File: config.mk
export PLATFORM = sky130hd
export DESIGN_NAME = regfile_wb_arbiter_flat
export DESIGN_NICKNAME = d
export VERILOG_FILES = /design/src/rtl/regfile_wb_arbiter_if.sv /design/src/rtl/regfile_wb_arbiter.sv /design/src/flat_wrapper.sv
export SDC_FILE = /design/constraint.sdc
export NUM_CORES = 1
export LEC_CHECK = 0
export ABC_AREA = 1
export CORE_UTILIZATION = 47
export DETAILED_ROUTE_END_ITERATION = 16
export PLACE_DENSITY_LB_ADDON = 0.05
export SLEW_MARGIN = 0
export SYNTH_ARGS = -nofsm -noshare
export SYNTH_HDL_FRONTEND = slang
export SYNTH_SLANG_ARGS = --single-unit
File: constraint.sdc
create_clock -name clk -period 1.7 [get_ports clk]
set_input_delay 0.255 -clock clk [delete_from_list [all_inputs] [get_ports clk]]
set_output_delay 0.255 -clock clk [all_outputs]
set_load 0.01 [all_outputs]
File: src/rtl/regfile_wb_arbiter_if.sv
// Bus bundle between the WB/MD stages, the decode hazard logic and the
// register file write port.
interface regfile_wb_arbiter_if #(
    parameter int DW = 32,
    parameter int AW = 5
);
    logic          wb_valid;
    logic [AW-1:0] wb_addr;
    logic [DW-1:0] wb_data;
    logic          wb_ready;

    logic          md_valid;
    logic [AW-1:0] md_addr;
    logic [DW-1:0] md_data;
    logic          md_ready;

    logic          sb_set;
    logic [AW-1:0] sb_set_addr;
    logic [AW-1:0] rs;
    logic [AW-1:0] rt;
    logic          hazard;
    logic          sb_err;

    logic          rf_regwrite;
    logic [AW-1:0] rf_rd;
    logic [DW-1:0] rf_writedata;

    // Pipeline side: drives requests and read addresses.
    modport master (
        output wb_valid, wb_addr, wb_data,
        output md_valid, md_addr, md_data,
        output sb_set, sb_set_addr, rs, rt,
        input  wb_ready, md_ready, hazard, sb_err,
        input  rf_regwrite, rf_rd, rf_writedata
    );

    // Arbiter side.
    modport slave (
        input  wb_valid, wb_addr, wb_data,
        input  md_valid, md_addr, md_data,
        input  sb_set, sb_set_addr, rs, rt,
        output wb_ready, md_ready, hazard, sb_err,
        output rf_regwrite, rf_rd, rf_writedata
    );
endinterface

File: src/rtl/regfile_wb_arbiter.sv
// Register-file write-port arbiter between the writeback stage (WB) and the
// multiply/divide unit (MD), with a pending-destination scoreboard that
// drives the decode-stage hazard.
//
// state  | meaning
// -------+-----------------------------------------------------------
// PRI_WB | WB wins contested cycles; counting consecutive WB wins
// PRI_MD | WB has won STARVE_MAX contested cycles in a row; MD wins
module regfile_wb_arbiter #(
    parameter int DW         = 32,
    parameter int AW         = 5,
    parameter int STARVE_MAX = 3
) (
    input  logic                 clk,
    input  logic                 rst_n,
    regfile_wb_arbiter_if.slave  bus
);
    localparam int NREG = 2**AW;
    localparam int CW   = $clog2(STARVE_MAX + 1);
    localparam logic [CW-1:0] STARVE_TC = CW'(STARVE_MAX);

    typedef enum logic {PRI_WB, PRI_MD} pri_t;

    pri_t            state, state_nxt;
    logic [CW-1:0]   starve_cnt, starve_cnt_nxt;
    logic            contested;
    logic            wb_xfer;
    logic            md_xfer;

    logic [NREG-1:0] pending, pending_nxt;
    logic            sb_set_ok;
    logic            sb_err_q, sb_err_nxt;

    logic            rf_regwrite_q;
    logic [AW-1:0]   rf_rd_q;
    logic [DW-1:0]   rf_writedata_q;

    // Grants depend on the valids and priority only; held off during reset.
    always_comb begin
        contested = bus.wb_valid & bus.md_valid;
        wb_xfer   = rst_n & bus.wb_valid & (~bus.md_valid | (state == PRI_WB));
        md_xfer   = rst_n & bus.md_valid & (~bus.wb_valid | (state == PRI_MD));
    end

    assign bus.wb_ready = wb_xfer;
    assign bus.md_ready = md_xfer;

    // Priority state and starvation counter registers.
    always_ff @(posedge clk or negedge rst_n) begin
        if (!rst_n) begin
            state      <= PRI_WB;
            starve_cnt <= '0;
        end else begin
            state      <= state_nxt;
            starve_cnt <= starve_cnt_nxt;
        end
    end

    // Next priority: MD activity ending (transfer or idle) resets fairness.
    always_comb begin
        state_nxt      = state;
        starve_cnt_nxt = starve_cnt;
        if (md_xfer || !bus.md_valid) begin
            starve_cnt_nxt = '0;
            state_nxt      = PRI_WB;
        end else if (contested && wb_xfer) begin
            if (starve_cnt != STARVE_TC)
                starve_cnt_nxt = starve_cnt + 1'b1;
            if (starve_cnt_nxt == STARVE_TC)
                state_nxt = PRI_MD;
        end
    end

    // Registered write port; r0 writes are accepted but never enabled.
    always_ff @(posedge clk or negedge rst_n) begin
        if (!rst_n) begin
            rf_regwrite_q  <= 1'b0;
            rf_rd_q        <= '0;
            rf_writedata_q <= '0;
        end else if (wb_xfer) begin
            rf_regwrite_q  <= (bus.wb_addr != '0);
            rf_rd_q        <= bus.wb_addr;
            rf_writedata_q <= bus.wb_data;
        end else if (md_xfer) begin
            rf_regwrite_q  <= (bus.md_addr != '0);
            rf_rd_q        <= bus.md_addr;
            rf_writedata_q <= bus.md_data;
        end else begin
            rf_regwrite_q  <= 1'b0;
        end
    end

    assign bus.rf_regwrite  = rf_regwrite_q;
    assign bus.rf_rd        = rf_rd_q;
    assign bus.rf_writedata = rf_writedata_q;

    // Scoreboard update: a new issue overrides a same-cycle MD completion.
    always_comb begin
        sb_set_ok   = bus.sb_set & (bus.sb_set_addr != '0);
        pending_nxt = pending;
        if (md_xfer)
            pending_nxt[bus.md_addr] = 1'b0;
        if (sb_set_ok)
            pending_nxt[bus.sb_set_addr] = 1'b1;
        pending_nxt[0] = 1'b0;
        sb_err_nxt = sb_set_ok & pending[bus.sb_set_addr];
    end

    // Scoreboard and double-issue error registers.
    always_ff @(posedge clk or negedge rst_n) begin
        if (!rst_n) begin
            pending  <= '0;
            sb_err_q <= 1'b0;
        end else begin
            pending  <= pending_nxt;
            sb_err_q <= sb_err_nxt;
        end
    end

    assign bus.sb_err = sb_err_q;

    // Stall decode while a source is pending or its write is still in flight.
    always_comb begin
        bus.hazard = 1'b0;
        if (bus.rs != '0 &&
            (pending[bus.rs] || (rf_regwrite_q && rf_rd_q == bus.rs)))
            bus.hazard = 1'b1;
        if (bus.rt != '0 &&
            (pending[bus.rt] || (rf_regwrite_q && rf_rd_q == bus.rt)))
            bus.hazard = 1'b1;
    end

endmodule
File: src/flat_wrapper.sv
// flat-port wrapper written by rule: the top's interface ports become plain ports
module regfile_wb_arbiter_flat 
#(
    parameter int DW         = 32,
    parameter int AW         = 5,
    parameter int STARVE_MAX = 3
)
  (clk, rst_n, bus_wb_valid, bus_wb_addr, bus_wb_data, bus_md_valid, bus_md_addr, bus_md_data, bus_sb_set, bus_sb_set_addr, bus_rs, bus_rt, bus_wb_ready, bus_md_ready, bus_hazard, bus_sb_err, bus_rf_regwrite, bus_rf_rd, bus_rf_writedata);
  regfile_wb_arbiter_if #(.DW(DW), .AW(AW)) bus_i ();
  input  logic clk;
  input  logic rst_n;
  input wire logic [$bits(bus_i.wb_valid)-1:0] bus_wb_valid;
  input wire logic [$bits(bus_i.wb_addr)-1:0] bus_wb_addr;
  input wire logic [$bits(bus_i.wb_data)-1:0] bus_wb_data;
  input wire logic [$bits(bus_i.md_valid)-1:0] bus_md_valid;
  input wire logic [$bits(bus_i.md_addr)-1:0] bus_md_addr;
  input wire logic [$bits(bus_i.md_data)-1:0] bus_md_data;
  input wire logic [$bits(bus_i.sb_set)-1:0] bus_sb_set;
  input wire logic [$bits(bus_i.sb_set_addr)-1:0] bus_sb_set_addr;
  input wire logic [$bits(bus_i.rs)-1:0] bus_rs;
  input wire logic [$bits(bus_i.rt)-1:0] bus_rt;
  output wire logic [$bits(bus_i.wb_ready)-1:0] bus_wb_ready;
  output wire logic [$bits(bus_i.md_ready)-1:0] bus_md_ready;
  output wire logic [$bits(bus_i.hazard)-1:0] bus_hazard;
  output wire logic [$bits(bus_i.sb_err)-1:0] bus_sb_err;
  output wire logic [$bits(bus_i.rf_regwrite)-1:0] bus_rf_regwrite;
  output wire logic [$bits(bus_i.rf_rd)-1:0] bus_rf_rd;
  output wire logic [$bits(bus_i.rf_writedata)-1:0] bus_rf_writedata;
  assign bus_i.wb_valid = bus_wb_valid;
  assign bus_i.wb_addr = bus_wb_addr;
  assign bus_i.wb_data = bus_wb_data;
  assign bus_i.md_valid = bus_md_valid;
  assign bus_i.md_addr = bus_md_addr;
  assign bus_i.md_data = bus_md_data;
  assign bus_i.sb_set = bus_sb_set;
  assign bus_i.sb_set_addr = bus_sb_set_addr;
  assign bus_i.rs = bus_rs;
  assign bus_i.rt = bus_rt;
  assign bus_wb_ready = bus_i.wb_ready;
  assign bus_md_ready = bus_i.md_ready;
  assign bus_hazard = bus_i.hazard;
  assign bus_sb_err = bus_i.sb_err;
  assign bus_rf_regwrite = bus_i.rf_regwrite;
  assign bus_rf_rd = bus_i.rf_rd;
  assign bus_rf_writedata = bus_i.rf_writedata;
  regfile_wb_arbiter #(.DW(DW), .AW(AW), .STARVE_MAX(STARVE_MAX)) u_core (.clk(clk), .rst_n(rst_n), .bus(bus_i));
endmodule
* Word level (Yosys, flattened, before mapping) *
Cells that the tools add are included.

word-level totals
  register bits = 73
  input bits = 94
  output and inout port bits = 42
  word-level logic and storage cells = 81

operators by class
  $add $sub $neg = 1
  order comparisons = 6
  equal/unequal tests = 4
  multiplexer cells = 28
  bitwise operators = 15
  reduce and logical (&&, ||, !) cells = 20

operators by type and width
  operator                                                     count
  2-to-1 mux 32 bit                                            4
  AND 32 bit                                                   1
  NOT 32 bit                                                   1
  OR 32 bit                                                    1
  nonzero test 5 bit                                           5
  less-than comparator 5 x 6 -> 1 bit (second input constant)  4
  binary-select mux 1 bit (select 5 bit)                       3
  2-to-1 mux 1 bit                                             12
  demux 1 bit (select 5 bit)                                   2
  == test 5 bit                                                2
  >= comparator 5 x 1 -> 1 bit (second input constant)         2
  2-to-1 mux 2 bit                                             5
  2-to-1 mux 5 bit                                             2
  AND 1 bit                                                    7
  logical AND 1 bit                                            7
  nonzero test 2 bit                                           3
  logical OR 1 bit                                             3
  NOT 1 bit                                                    3
  adder 2 x 1 -> 2 bit (second input constant)                 1
  == test 2 bit (second input constant)                        1
  != test 2 bit (second input constant)                        1
  OR 1 bit                                                     2
  AND reduction 2 bit                                          1
  zero test 1 bit                                              1

* Depth between registers and ports, before layout *
  word-level depth = 10
  mapped depth = 12
  mapped depth without buffers = 11

* Worst setup path after synthesis *
Ideal clock, no wire load.

  kind = in2out
  from = input port bus_rs[1]
  to = output port bus_hazard
  arrival time = 1.051 ns
  data required time = 1.445 ns
  setup slack = 0.394 ns
  cell stages on the path = 9
  path buffers = 0
  cell sequence = nor2_1 > a21oi_1 > nand3_1 > nand3_1 > nor2_1 > nor2_1 > nand2_1 > nand2_1 > nand2_1

between the ends
  word-level cells in the longest chain between the ends = 6
  elaborated cells on any way between the ends = 9
  classes of those cells = eq/ne (1); mux (4); reduce/logical (4)

ends and longest elaborated chain
  element                                                                      RTL line                   source
  from (decl)                                                                  flat_wrapper.sv:20         input wire logic [$bits(bus_i.rs)-1:0] bus_rs;
  binary-select mux 1 bit (select 5 bit) or == test 5 bit (tied branches)      regfile_wb_arbiter.sv:126  (pending[bus.rs] || (rf_regwrite_q && rf_rd_q == bus.rs)))
  2-to-1 mux 1 bit (implied by the code) or logical AND 1 bit (tied branches)  regfile_wb_arbiter.sv:126
  logical OR 1 bit                                                             regfile_wb_arbiter.sv:126
  logical AND 1 bit *                                                          regfile_wb_arbiter.sv:125  if (bus.rs != '0 &&
  2-to-1 mux 1 bit *                                                           regfile_wb_arbiter.sv:125
  2-to-1 mux 1 bit *                                                           regfile_wb_arbiter.sv:128  if (bus.rt != '0 &&
  to (decl)                                                                    flat_wrapper.sv:24         output wire logic [$bits(bus_i.hazard)-1:0] bus_hazard;

Mark *: on every way between the ends. The rest lies on a longest branch, timed or not. The select of a mux whose other input is x is not followed.

* Worst setup path in the final report *
  from = register u_core.pending[15]
  to = output port bus_hazard

between the ends
  word-level cells in the longest chain between the ends = 6
  elaborated cells on any way between the ends = 10
  classes of those cells = mux (6); reduce/logical (4)

ends and longest elaborated chain
  element                                 RTL line                   source
  from (decl)                             regfile_wb_arbiter.sv:30   logic [NREG-1:0] pending, pending_nxt;
  from (signal assigned)                  regfile_wb_arbiter.sv:115  pending <= pending_nxt;
  binary-select mux 1 bit (select 5 bit)  regfile_wb_arbiter.sv:126
  2-to-1 mux 1 bit (implied by the code)  regfile_wb_arbiter.sv:126
  logical OR 1 bit                        regfile_wb_arbiter.sv:126
  logical AND 1 bit                       regfile_wb_arbiter.sv:125
  2-to-1 mux 1 bit                        regfile_wb_arbiter.sv:125
  2-to-1 mux 1 bit *                      regfile_wb_arbiter.sv:128

Marks and branches as above.

==> results.yml <==
timing:
  tightest_slew_ns: 0.403
  layout_min_cycle_time_ns: 1.88
  setup_ws_ns: -0.181
  maxSlewHeadroom: 0.731
  maxClockFrequency_mhz: 532
  setup_violations: 1
  whs_ns: -0.0115
  finalMaxSlewViolations: 0
  period_share: 1.11
  clock_skew_ns: 0.00573
  rsz0062_at_grt: "true"
  hold_violations: 11
yosys:
  syn_avg_cell_area_um2: 7.15
  yosys.area_share.simple: 0.337
  synth_fa_ha_area_frac: 0
  synth-seq-area-share: 0.440
  synth-compound-area-share: 0.149
  synthDistinctLibCells: 28
  yosysWarnings: 0
  synthMuxAreaShare: 0
  netlist_area_um2: 4150
  synthCells: 581
  ys_ff_latch: 73
  synth_top_family_by_area: "simple AND/OR/NAND/NOR gates"
  syn-num-nets: 675
  synth_xor_area_frac: 0.00211
pwr:
  total_power_uw: 6110
  powerDensity_nw_per_um2: 921
  peakVddDrop_mv: 0.532
  leakage_uw: 0.00311
die:
  ios: 136
  core-area_um2: 8380
  die_area_um2: 9220
  rows: 33
  die_x_um: 96.0
  chipHeight_um: 96.0
  initial_utilization: 0.496
finish:
  multiInputGateArea_um2: 2100
  layout.nets: 903
  layout_commonest_cell: "nand2_1"
  area_growth_pct: 59.8
  layout_common_cells: "nand2_1, clkdlybuf4s50_1, buf_4"
  ff_latch_area_um2: 1830
  final.fill_count: 593
  drive_gt1_frac: 0.204
setup_path:
  crit_path_end_kind: "primary output"
  critical_path.slowest_cell: "dfrtp_1"
  critical_path_required_ns: 1.44
  path_cells: "inv_2 -> nand2_1 -> nand3_1 -> nand3_1 -> nand3_1 -> nor2_1 -> nor2_1 -> nand2_1 -> nand2_1 -> nand2_1 -> buf_2"
  cpMostUsedCell: "nand2_1"
  path_buf_inv: 2
  critPathLaunchType: "register"
  path_class: "register to primary output"
  crit_fanout: 3
  critical_path.top_delay_family: "simple AND/OR/NAND/NOR gates"
  critPathMaxStageDelay_ns: 0.42
  crit_arrival_ns: 1.63
clocking:
  cts_max_path_buffers: 2
  clock_latency_ns: 0.36
  cts-htree-levels: 3
  tritoncts: "built"
  cts.sinks: 73
  clk_pin_slew_ns: 0.08
  cts_root_buf: "clkbuf_8"
  cts_inserted_buffers: 9
run_status:
  outcome: "finished with violations"
  violations: "negative hold slack, negative setup slack"
routing:
  wl_um: 15400
  post-route-drc-count: 0
  avgViaCountPerCell: 5.58
  dr_total_vias: 5136
  drt_iter0_markers: 447
  dr.pass1.iters: 6
  wl_per_cell_um: 16.7
  antenna_left: 0
place:
  hpwl_um: 11500
  io_buffers: 135
  gp_congestion: 0.994
global_route:
  grtUsageTotal: 0.347
  antenna_found_initial: 1
  grt_pass1_vias: 4909
  grt_max_degree: 73
  grt_pass1_wl_um: 23900
  gr-total-overflow: 0
worst_hold_path:
  min_path_type: "input port to asynchronous set/reset pin"
job:
  maxCapViolCount: 0
## state kept, by name, indices dropped and copies added, names as in the netlist
register                 flops
u_core.bus.rf_writedata     32
u_core.pending              31
u_core.bus.rf_rd             5
u_core.starve_cnt            2
u_core.bus.rf_regwrite       1
u_core.bus.sb_err            1
u_core.state                 1
## kinds of logic after synthesis
kind of cell | count (synthesis)
XOR/XNOR | 1
flip-flops | 73
AND/OR/NAND/NOR | 328
AO/OA/AOI/OAI | 110
buffers and inverters | 69
## cells in the mapped netlist
master	instances	area, µm²
a21oi_1	13	65.1
a22oi_1	14	105
buf_2	8	40.0
buf_4	6	45.0
buf_6	1	11.3
clkbuf_1	1	3.75
dfrtp_1	73	1830
inv_1	49	184
inv_2	4	15.0
nand2_1	211	792
nand2_2	1	6.26
nand3_1	78	390
nand3_2	1	10.0
nand3b_1	1	7.51
nand4_1	4	25.0
nor2_1	13	48.8
nor2_2	5	31.3
nor2_4	2	22.5
nor3_1	10	50.1
nor4_1	1	6.26
o211ai_1	5	37.5
o21ai_0	43	215
o21ai_1	25	125
o221ai_1	3	26.3
o22ai_1	6	37.5
o2bb2ai_1	1	8.76
or2_4	1	8.76
xor2_1	1	8.76
## power breakdown
group          internal, µW  switching, µW  total [µW]
Clock                  1060            687        1750
Sequential             2050            294        2340
Combinational          1060            962        2030
Total                  4170           1940        6110
## path summary, 6_finish.rpt
| check | from | endpoint | slack (ns) | cells past startpoint |
|---|---|---|---|---|
| worst max register to register | u_core.state | u_core.pending[6] | 0.10 | 9 |
| max in group asynchronous | rst_n | u_core.starve_cnt[1] | 1.15 | 2 |
| worst min-delay path | rst_n | u_core.pending[6] | -0.01 | 2 |
| worst min register to register | u_core.bus.rf_writedata[28] | u_core.bus.rf_writedata[28] | 0.48 | 2 |
| worst max-delay path | u_core.pending[15] | bus_hazard | -0.18 | 11 |
| min in group clk | rst_n | u_core.starve_cnt[0] | 0.19 | 2 |
## area by class of cell
| class | instances | area share |
|---|---|---|
| clock inverter | 4 | 0.0149 |
| antenna | 1 | 0.000377 |
| tap | 105 | 0.0198 |
| inverter | 53 | 0.0300 |
| sequential | 73 | 0.276 |
| timing repair buffer | 233 | 0.320 |
| multi-input combinational | 439 | 0.316 |
| clock buffer | 12 | 0.0234 |
## routing by layer
layer	wire length (µm)	GRT usage	part of all wire
met5	0	0.0298	0
met4	667	0.169	0.043
met3	1620	0.0806	0.11
met2	7010	0.541	0.46
met1	6070	0.450	0.40
## stage by stage
stage	setup slack, ns	setup TNS, ns	utilization	cells	cell area, µm²
after detailed placement	-0.773	-9.48	0.745	895	6250
final	-0.181	-0.181	0.792	920	6640
after floorplan	0.394	0	-	581	4150
after CTS	-0.178	-0.178	0.778	913	6520
after global placement	-0.731	-8.34	0.745	895	6250
after global routing	-0.295	-0.295	0.792	920	6640
## what timing repair did
action	in CTS	in global routing
gates cloned	0	0
endpoints found under the setup margin	4	3
endpoints found under the hold margin	2	0
hold buffers	1	0
pin swaps	1	15
gates resized for setup	23	37
setup buffers	1	6
(Power assumes the default switching activity.)
